File: src/rtl/alu_op_decode_queue.sv
// Opcode-to-ALU-op decoder feeding a DEPTH-entry valid/ready FIFO.
// Tracks occupancy and a saturating count of delivered operations.
module alu_op_decode_queue #(
  parameter int          DEPTH    = 4,
  parameter logic [7:0]  ADDU_OP  = 8'h06,
  parameter logic [7:0]  JLINK_OP = 8'h4F,
  parameter logic [7:0]  LUI_OP   = 8'hF0
) (
  input  logic                       clock,
  input  logic                       reset,
  input  logic                       flush,
  input  logic                       in_valid,
  output logic                       in_ready,
  input  logic [7:0]                 in_opcode,
  output logic                       out_valid,
  input  logic                       out_ready,
  output logic [7:0]                 out_alu_op,
  output logic                       out_imm_sel,
  output logic [2:0]                 out_class,
  output logic [$clog2(DEPTH):0]     count,
  output logic [15:0]                op_count
);

  localparam int AW = $clog2(DEPTH);
  localparam int CW = AW + 1;

  typedef struct packed {
    logic [7:0] alu_op;
    logic       imm_sel;
    logic [2:0] cls;
  } dec_t;

  dec_t           dec;
  dec_t           mem_q [DEPTH];
  logic [AW-1:0]  wr_ptr_q, wr_ptr_d;
  logic [AW-1:0]  rd_ptr_q, rd_ptr_d;
  logic [CW-1:0]  count_q, count_d;
  logic [15:0]    op_count_q, op_count_d;
  logic           push, pop;
  logic [3:0]     c, s;

  assign c = in_opcode[7:4];
  assign s = in_opcode[3:0];

  always_comb begin
    dec = '{alu_op: {4'b0000, c}, imm_sel: 1'b1, cls: 3'd5};
    unique case (1'b1)
      (c == 4'h0): dec = '{alu_op: in_opcode, imm_sel: 1'b0, cls: 3'd0};
      (c == 4'h4): begin
        if (s == 4'hC || s == 4'h8)
          dec = '{alu_op: ADDU_OP, imm_sel: 1'b1, cls: 3'd1};
        else if (s == 4'hF)
          dec = '{alu_op: JLINK_OP, imm_sel: 1'b0, cls: 3'd1};
        else
          dec = '{alu_op: in_opcode, imm_sel: 1'b0, cls: 3'd1};
      end
      (c == 4'h8): dec = '{alu_op: in_opcode, imm_sel: 1'b0, cls: 3'd2};
      (c == 4'hC): dec = '{alu_op: ADDU_OP, imm_sel: 1'b1, cls: 3'd3};
      (c == 4'hF): dec = '{alu_op: LUI_OP, imm_sel: 1'b1, cls: 3'd4};
      default:     dec = '{alu_op: {4'b0000, c}, imm_sel: 1'b1, cls: 3'd5};
    endcase
  end

  // Handshakes depend only on registered occupancy.
  assign in_ready  = (count_q < CW'(DEPTH));
  assign out_valid = (count_q != '0);
  assign push      = in_valid && in_ready && !flush;
  assign pop       = out_valid && out_ready && !flush;

  always_comb begin
    wr_ptr_d   = wr_ptr_q + AW'(push);
    rd_ptr_d   = rd_ptr_q + AW'(pop);
    count_d    = count_q + CW'(push) - CW'(pop);
    op_count_d = op_count_q;
    if (pop && op_count_q != 16'hFFFF)
      op_count_d = op_count_q + 16'd1;
    if (flush) begin
      wr_ptr_d = '0;
      rd_ptr_d = '0;
      count_d  = '0;
    end
  end

  always_ff @(posedge clock) begin
    if (reset) begin
      wr_ptr_q   <= '0;
      rd_ptr_q   <= '0;
      count_q    <= '0;
      op_count_q <= '0;
    end else begin
      wr_ptr_q   <= wr_ptr_d;
      rd_ptr_q   <= rd_ptr_d;
      count_q    <= count_d;
      op_count_q <= op_count_d;
    end
  end

  always_ff @(posedge clock) begin
    if (push)
      mem_q[wr_ptr_q] <= dec;
  end

  assign out_alu_op  = mem_q[rd_ptr_q].alu_op;
  assign out_imm_sel = mem_q[rd_ptr_q].imm_sel;
  assign out_class   = mem_q[rd_ptr_q].cls;
  assign count       = count_q;
  assign op_count    = op_count_q;

endmodule

File: config.mk
export PLATFORM = sky130hd
export DESIGN_NAME = alu_op_decode_queue
export DESIGN_NICKNAME = d
export VERILOG_FILES = /design/src/rtl/alu_op_decode_queue.sv
export SDC_FILE = /design/constraint.sdc
export NUM_CORES = 1
export LEC_CHECK = 0
export BUFFER_PORTS_ARGS = -buffer_cell sky130_fd_sc_hd__buf_2
export CAP_MARGIN = 30
export CELL_PAD_IN_SITES_DETAIL_PLACEMENT = 0
export CELL_PAD_IN_SITES_GLOBAL_PLACEMENT = 1
export CORE_ASPECT_RATIO = 2
export CORE_MARGIN = 3
export CORE_UTILIZATION = 35
export CTS_CLUSTER_SIZE = 40
export DETAILED_ROUTE_END_ITERATION = 10
export PLACE_DENSITY_LB_ADDON = 0.1
export SLEW_MARGIN = 30
export SYNTH_ARGS = -nofsm -noshare
export SYNTH_HDL_FRONTEND = slang
export SYNTH_SLANG_ARGS = --single-unit
File: constraint.sdc
create_clock -name clock -period 5.1 [get_ports clock]
set_clock_uncertainty 0.2 [all_clocks]
set_input_delay 1.02 -clock clock [delete_from_list [all_inputs] [get_ports clock]]
set_output_delay 1.02 -clock clock [all_outputs]
set_load 0.005 [all_outputs]
Word level (Yosys, flattened, before mapping)
Memory sizes are Yosys's and may differ from the RTL's. A register that Yosys moved wholly into a read port is not among the register bits.
Index checks and enable logic that the tools add are counted.
{ "word_totals": {"regBits": 23, "ramBits": 48, "output_inout_bits": 33, "elab_cells": 35, "n_memories": 1} }
{ "mem_list": {"columns": ["memory", "depth", "width", "rd", "rd_ports_with_merged_regs", "write_ports", "line_no", "rtl"], "rows": [
  ["mem_q", 4, 12, 1, 1, 1, "34", "dec_t mem_q [DEPTH];"]
]} }
{ "op_classes": {"n_addsub": 5, "magnitude_cmp": 1, "n_eq_ne": 8, "n_mux": 6, "n_reduce_logical": 10} }
{ "op_table": {"columns": ["cell", "count"], "rows": [
  ["$pmux 12 s5", 1],
  ["$eq 4x4->1 const B", 6],
  ["$mux 12", 2],
  ["$add 16x1->16 const B", 1],
  ["$ne 16x16->1 const B", 1],
  ["$logic_and 1x1->1", 5],
  ["$add 2x1->2", 2],
  ["$eq 4x3->1 const B", 1],
  ["$logic_not 4->1", 1],
  ["$add 3x1->3", 1],
  ["$lt 3x3->1 const B", 1],
  ["$reduce_bool 3->1", 1],
  ["$sub 3x1->3", 1],
  ["$mux 1", 2],
  ["$mux 2", 1],
  ["$reduce_or 2->1", 1],
  ["$logic_not 1->1", 1],
  ["$logic_or 1x1->1", 1]
]} }

Depth between registers and ports, before layout
Gate-level depths: netlist (run 1).
{ "logic_depth": {"word_depth": 5, "ltp_mapped": 10, "mapped_depth_nobuf": 10} }

Worst setup path before layout (run 1)
No wires, ideal clock.
{ "synth_path": {"path_kind": "input to register", "start": "input port out_ready", "end": "register count_q[2] (netlist: count[2])", "setup_ps": 130, "arrival_time_ps": 2590, "slack_ps": 2181, "cell_stages": 10, "cell_sequence": "nor2b_1 > nand2_1 > inv_1 > ha_1 > inv_1 > ha_1 > fa_1 > xnor2_1 > xnor2_1 > nor3_1"} }
{ "synth_between": {"elab_chain_len": 3} }
{ "synth_rtl": {"columns": ["element", "line_no", "rtl"], "rows": [
  ["start: declaration", "16", "input logic out_ready,"],
  ["$logic_and 1x1->1 (2 in series)", "68", "assign pop = out_valid && out_ready && !flush;"],
  ["$sub 3x1->3", "73", "count_d = count_q + CW'(push) - CW'(pop);"],
  ["end signal: assignment", "93", "count_q <= count_d;"],
  ["end: declaration", "37", "logic [CW-1:0] count_q, count_d;"]
]} }
No other way between the ends.
A chain may end at the register's enable or synchronous reset.

==> results.json, run 1 <==
{
  "status": "finished clean",
  "path_class": "reg -> out",
  "vdd_ir_drop_max_uv": 161,
  "finalCriticalPeriod_ns": 2.92,
  "drc": 0,
  "required_ns": 3.88,
  "dr.pass1.iters": 4,
  "place_congestion": 0.792,
  "drtAntennaViolNets": 0,
  "diodes": 0,
  "htree_levels": 3,
  "cts-buffers-inserted": 9,
  "wl_per_cell_um": 18.3,
  "yosys-top-cells-area": "edfxtp_1 46%, dfxtp_1 15%, mux4_2 8.6%",
  "drt_wl_total_um": 7210,
  "synth_cell_types": 44,
  "max_freq_mhz": 343,
  "post-dp-hpwl_um": 5260,
  "ys_seq_elements": 71,
  "setup_violations": 0,
  "rsz0062_at_grt": "false",
  "yosysTopAreaCell": "edfxtp_1",
  "final_util": 0.441,
  "track_usage": 0.151,
  "start_kind": "flip-flop",
  "synth.top_cell.area_share": 0.461,
  "timing.final.hold_violations": 0,
  "die_w_um": 72.8,
  "min_path_type": "reg -> reg",
  "fill_cells": 867,
  "cts_sinks": 71,
  "timing.rr.start": "count[2]$_SDFF_PP0_",
  "slew_headroom": 0.465,
  "grt_remaining_overflow": 0,
  "port_buffers": 45,
  "wl_met2_um": 4230,
  "syn_inst": 235,
  "coreArea_mm2": 0.00865,
  "postCtsResizedCells": 0,
  "final_common_cell": "edfxtp_1",
  "final_layout_size_suffix_gt1_frac": 0.306,
  "endpoint_kind": "primary output",
  "crit_slowest_cell": "dfxtp_2",
  "initial_core_util": 0.362,
  "final_cell_mix": "48 x edfxtp_1, 45 x buf_2, 22 x dfxtp_1",
  "max_cap_viol_count": 0,
  "clockBufferDepth": 2,
  "area.sequential_mm2": 0.00190,
  "placementRows": 48,
  "cts_tree": "built",
  "hold_start": "op_count[15]$_SDFFE_PP0P_",
  "startpoint": "rd_ptr_q[0]$_SDFF_PP0_",
  "powerDensity_mw_per_mm2": 355,
  "route.met3.wl_um": 280,
  "wl_met1_um": 2480,
  "cts_hold_buf": 0,
  "vias": 2119,
  "crit_path_cell_trace": "mux4_2 -> buf_2",
  "p_leak_nw": 1.41,
  "nets": 308,
  "arrival_ns": 1.70,
  "drtIter0Drc": 98,
  "worstSkewPairLatency_ns": 0.33,
  "syn_to_final_growth_pct": 21.8,
  "io_pins": 46,
  "grt_max_degree": 27,
  "grt_antenna_before_repair": 0,
  "syn_nets": 254,
  "die_h_um": 140,
  "multi_input_area_mm2": 0.00117,
  "critPathMaxStageDelay_ns": 0.63,
  "final_cells": 394,
  "slew_violations": 0,
  "place_worst_setup_slack_ns": 1.88,
  "cts_root_buf": "clkbuf_16",
  "syn_area_per_cell_um2": 13.3,
  "tns_ns": 0,
  "top_layer_used": "met4",
  "fin_ws_ns": 2.18,
  "path_clk_slew_ns": 0.06,
  "grt_pass1_vias": 2198,
  "ys_seq_area_frac": 0.608,
  "tightestPinTransition_ns": 0.796,
  "hold_ws_ns": 0.326,
  "finalCritPeriodShare": 0.572,
  "post_drt_via_cell_ratio": 5.38,
  "grt_pass1_wl_um": 11300,
  "dieArea_mm2": 0.0102,
  "post_cts_buffers": 0,
  "synth.cell_area_mm2": 0.00313,
  "path_max_fanout": 13,
  "yosysWarnings": 0,
  "dp_cells": 378
}
==> synthesized netlist by cell type (all sizes together) <==
library cell  number
edfxtp            48
dfxtp             23
nand2             17
nor2              13
inv               12
mux4              12
nor3              11
a21oi             10
nand3              7
and2               6
nor2b              6
and3               5
ha                 5
mux2               5
o31ai              5
a211oi             4
nand4              4
nor4               4
or3                4
or4                4
xnor2              4
buf                3
o21ai              3
a41oi              2
and4               2
clkbuf             2
nand2b             2
nor3b              2
a22oi              1
a31oi              1
and3b              1
fa                 1
mux2i              1
o21a               1
o22ai              1
o2bb2ai            1
o311a              1
or2                1
==> per-stage QoR <==
stage,total power [mW],cell area [um^2]
2_1_floorplan,0.670,3130
3_3_place_gp,0.696,3480
3_5_place_dp,0.697,3490
4_1_cts,1.37,3810
5_1_grt,1.40,3810
6_report,1.35,3810
==> state kept, by name (all words and copies together), names as in the netlist <==
register / flops
op_count: 16
wr_ptr_q: 2
rd_ptr_q: 2
count: 3
mem_q: 48
==> final timing paths <==
path                               endpoint  slack [ns]  depth (start not counted)
setup / recovery               out_class[2]        2.18                          2
hold reg to reg   op_count[15]$_SDFFE_PP0P_        0.33                          2
hold / removal    op_count[15]$_SDFFE_PP0P_        0.33                          2
setup reg to reg        count[2]$_SDFF_PP0_        2.37                         10
==> routing by layer <==
metal,vias to the layer above,track usage
met2,60,0.299
met1,1035,0.138
met3,17,0.0246
met5,-,0
met4,0,0.0749
li1,1007,-
==> area by class of cell <==
cell class / instances / share of cell area
sequential: 71 / 0.500
clock buffer: 10 / 0.0601
timing repair buffer: 48 / 0.0650
tap: 100 / 0.0328
multi-input combinational: 147 / 0.306
clock inverter: 6 / 0.0246
inverter: 12 / 0.0118
==> worst max-delay path: cells and delay by family, from the launching register on <==
family	cells	cell delay, ns
muxes	1	0.59
buffers and inverters	1	0.15
DFF	1	0.63
==> power breakdown <==
part	internal (mW)	total [mW]	leakage (nW)	switching [mW]
Combinational	0.0234	0.0563	0.623	0.0329
Clock	0.431	0.671	0.153	0.240
Sequential	0.623	0.627	0.634	0.00354
Total	1.08	1.35	1.41	0.276
==> cell families (layout without fill, tap and decap cells) <==
kind of cell             Yosys count  in the layout  synth area share
AO/OA/AOI/OAI                     30             30            0.0628
multiplexers                      18             18             0.109
buffers and inverters             17             76            0.0220
adder cells (fa/ha/maj)            6              6            0.0264
AND/OR/NAND/NOR                   89             89             0.160
flip-flops                        71             71             0.608
XOR/XNOR                           4              4            0.0112
No activity file was read; power rests on OpenSTA's default activity.
==> run 2, diff against run 1 <==
Settings changed: ABC_AREA set to 1.
Clock period 5.1 ns to 2.6 ns, I/O delays scaled along.
==> run 2 against run 1 <==
  * Area after synthesis increased by 8.1%
  * Via count increased by 21%
  * Clock power increased by 98%
  * Total power increased by 97%
  * Non-clock buffer count increased by 8
  * Synthesized cell count increased by 53%
  * Die area increased by 7.6%
  * Sequential power increased by 96%
  * Count of clock-buffer cells in the layout increased by 1
  * Final cell count increased by 34%
  * Critical path type unchanged
  * Largest cell class unchanged
==> results.json, run 2 <==
{
  "synth_cell_types": 27,
  "ff2ff_path_depth": 10,
  "grt_remaining_overflow": 0,
  "synth.cell_area_mm2": 0.00338,
  "grt_antenna_before_repair": 0,
  "whs_endpoint": "count[2]$_SDFF_PP0_",
  "grt_max_degree": 26,
  "nets": 436,
  "cts-buffers-inserted": 9,
  "rsz0062_at_grt": "false",
  "largest_reg_flops": 48,
  "cts_hold_buf": 0,
  "max_cap_viol_count": 0,
  "path_clk_slew_ns": 0.06,
  "r2r_slack_ns": 0.48,
  "coreArea_mm2": 0.00938,
  "syn_area_per_cell_um2": 9.41,
  "die_w_um": 75.5,
  "io_pins": 46,
  "synth_top_family_by_area": "simple AND/OR/NAND/NOR gates",
  "synth_xor_area_frac": 0.0207,
  "synth_compound_area_frac": 0.104,
  "wl_per_cell_um": 16.1,
  "grt_pass1_wl_um": 13300,
  "syn_inst": 359,
  "ys_seq_elements": 71,
  "postCtsResizedCells": 0,
  "top_register": "mem_q",
  "required_ns": 1.88,
  "post-dp-hpwl_um": 6310,
  "slew_headroom": 0.548,
  "max_freq_mhz": 458,
  "post_cts_buffers": 0,
  "dr.pass1.iters": 4,
  "yosysMostFrequentCell": "nand2_1",
  "synth-simple-area-share": 0.214,
  "place_congestion": 0.765,
  "die_h_um": 145,
  "setup_violations": 0,
  "hold_ws_ns": 0.284,
  "cts_root_buf": "clkbuf_16",
  "drt_wl_total_um": 8470,
  "r2r-end": "count[2]$_SDFF_PP0_",
  "endpoint_kind": "primary output",
  "ys_seq_area_frac": 0.563,
  "whs_path_depth": 4,
  "arrival_ns": 1.46,
  "cts_tree": "built",
  "dieArea_mm2": 0.0109,
  "async_reset_ff_frac": 0,
  "critPathMaxStageDelay_ns": 0.43,
  "startpoint": "rd_ptr_q[1]$_SDFF_PP0_",
  "yosysWarnings": 0,
  "track_usage": 0.168,
  "synth_edf_count": 48,
  "timing.final.hold_violations": 0,
  "grt_pass1_vias": 2594,
  "drc": 0,
  "worst-path-buf-inv": 2,
  "synth_common_cells": "62 x nand2_1, 56 x nor2_1, 48 x edfxtp_1",
  "tns_ns": 0,
  "cp_num_cells": 4,
  "p_leak_nw": 1.65,
  "critical-path-top-delay-family": "flip-flops",
  "start_kind": "flip-flop",
  "finalCritPeriodShare": 0.840,
  "drtAntennaViolNets": 0,
  "powerDensity_mw_per_mm2": 654,
  "worstSkewPairLatency_ns": 0.33,
  "finalCriticalPeriod_ns": 2.18,
  "yosys-top-cells-area": "edfxtp_1 43%, dfxtp_1 14%, nand2_1 6.9%",
  "synthMuxAreaShare": 0,
  "initial_core_util": 0.360,
  "port_buffers": 45,
  "hold_start": "flush",
  "synth_fa_ha_area_frac": 0.0244,
  "cts_sinks": 71,
  "final_util": 0.435,
  "post_drt_via_cell_ratio": 4.89,
  "syn_nets": 378,
  "crit_path_cell_trace": "buf_4 -> o21ai_0 -> o22ai_1 -> buf_2",
  "vdd_ir_drop_max_uv": 328,
  "final_cell_mix": "62 x nand2_1, 56 x nor2_1, 48 x edfxtp_1",
  "crit_slowest_cell": "dfxtp_1",
  "slew_violations": 0,
  "yosysTopAreaCell": "edfxtp_1",
  "synth.top_cell.area_share": 0.427,
  "diodes": 0,
  "status": "finished clean",
  "clockBufferDepth": 2,
  "timing.rr.start": "count[2]$_SDFF_PP0_",
  "min_path_type": "in -> reg",
  "drtIter0Drc": 128,
  "syn_to_final_growth_pct": 20.8,
  "tightestPinTransition_ns": 0.674,
  "path_max_fanout": 6,
  "path_class": "reg -> out",
  "synthFlopType": "edfxtp_1",
  "placementRows": 50,
  "htree_levels": 3,
  "vias": 2574,
  "final_common_cell": "nand2_1",
  "fill_cells": 960,
  "final_layout_size_suffix_gt1_frac": 0.235
}
-- run 2: metrics by stage --
stage,power [mW],instances,cell area [um^2],setup slack [ns]
2_1_floorplan,1.32,359,3380,0.380
3_3_place_gp,1.37,510,3760,0.282
3_5_place_dp,1.37,510,3760,0.263
4_1_cts,2.71,526,4080,0.357
5_1_grt,2.77,526,4080,0.247
6_report,2.67,526,4080,0.415
-- run 2: routing by layer --
layer  vias up  routed length [um]  global-route usage
li1       1306                   -                   -
met1      1199                2930               0.158
met2        53                5080               0.323
met3        16                 212              0.0326
met4         0                 249              0.0762
met5         -                   0                   0
-- run 2: layout make-up --
cell class	instances	area [um^2]	area share
clock buffers	11	243	0.0594
clock inverters	5	82.6	0.0202
well taps	104	130	0.0319
inverters	46	190	0.0466
multi-input cells	233	1230	0.301
flip-flops and latches	71	1900	0.466
repair buffers	56	308	0.0754
-- run 2: worst min-delay path, delay by kind of cell --
kind	cells	cell delay (ns)
AO/OA/AOI/OAI	2	0.11
buffers and inverters	1	0.09
AND/OR/NAND/NOR	1	0.05
-- run 2: where the power goes --
group / internal (mW) / switching [mW] / total (mW)
Sequential: 1.22 / 0.00578 / 1.23
Clock: 0.866 / 0.466 / 1.33
Combinational: 0.0382 / 0.0732 / 0.111
-- run 2: worst max-delay path by stage --
stage | to | slack (ns)
2_1_floorplan | mem_q[0][0]$_DFFE_PP_ | 0.38
3_3_place_gp | count[2]$_SDFF_PP0_ | 0.28
3_5_place_dp | count[2]$_SDFF_PP0_ | 0.26
4_1_cts | out_class[0] | 0.36
5_1_grt | out_alu_op[0] | 0.25
6_report | out_class[0] | 0.42
-- run 2: cells by family (layout without fill, tap and decap cells) --
kind of cell / count (synthesis) / after routing
compound gates: 59 / 59
buf+inv: 55 / 118
xor+xnor: 8 / 8
flops: 71 / 71
simple gates: 160 / 160
fa+ha+maj: 6 / 6
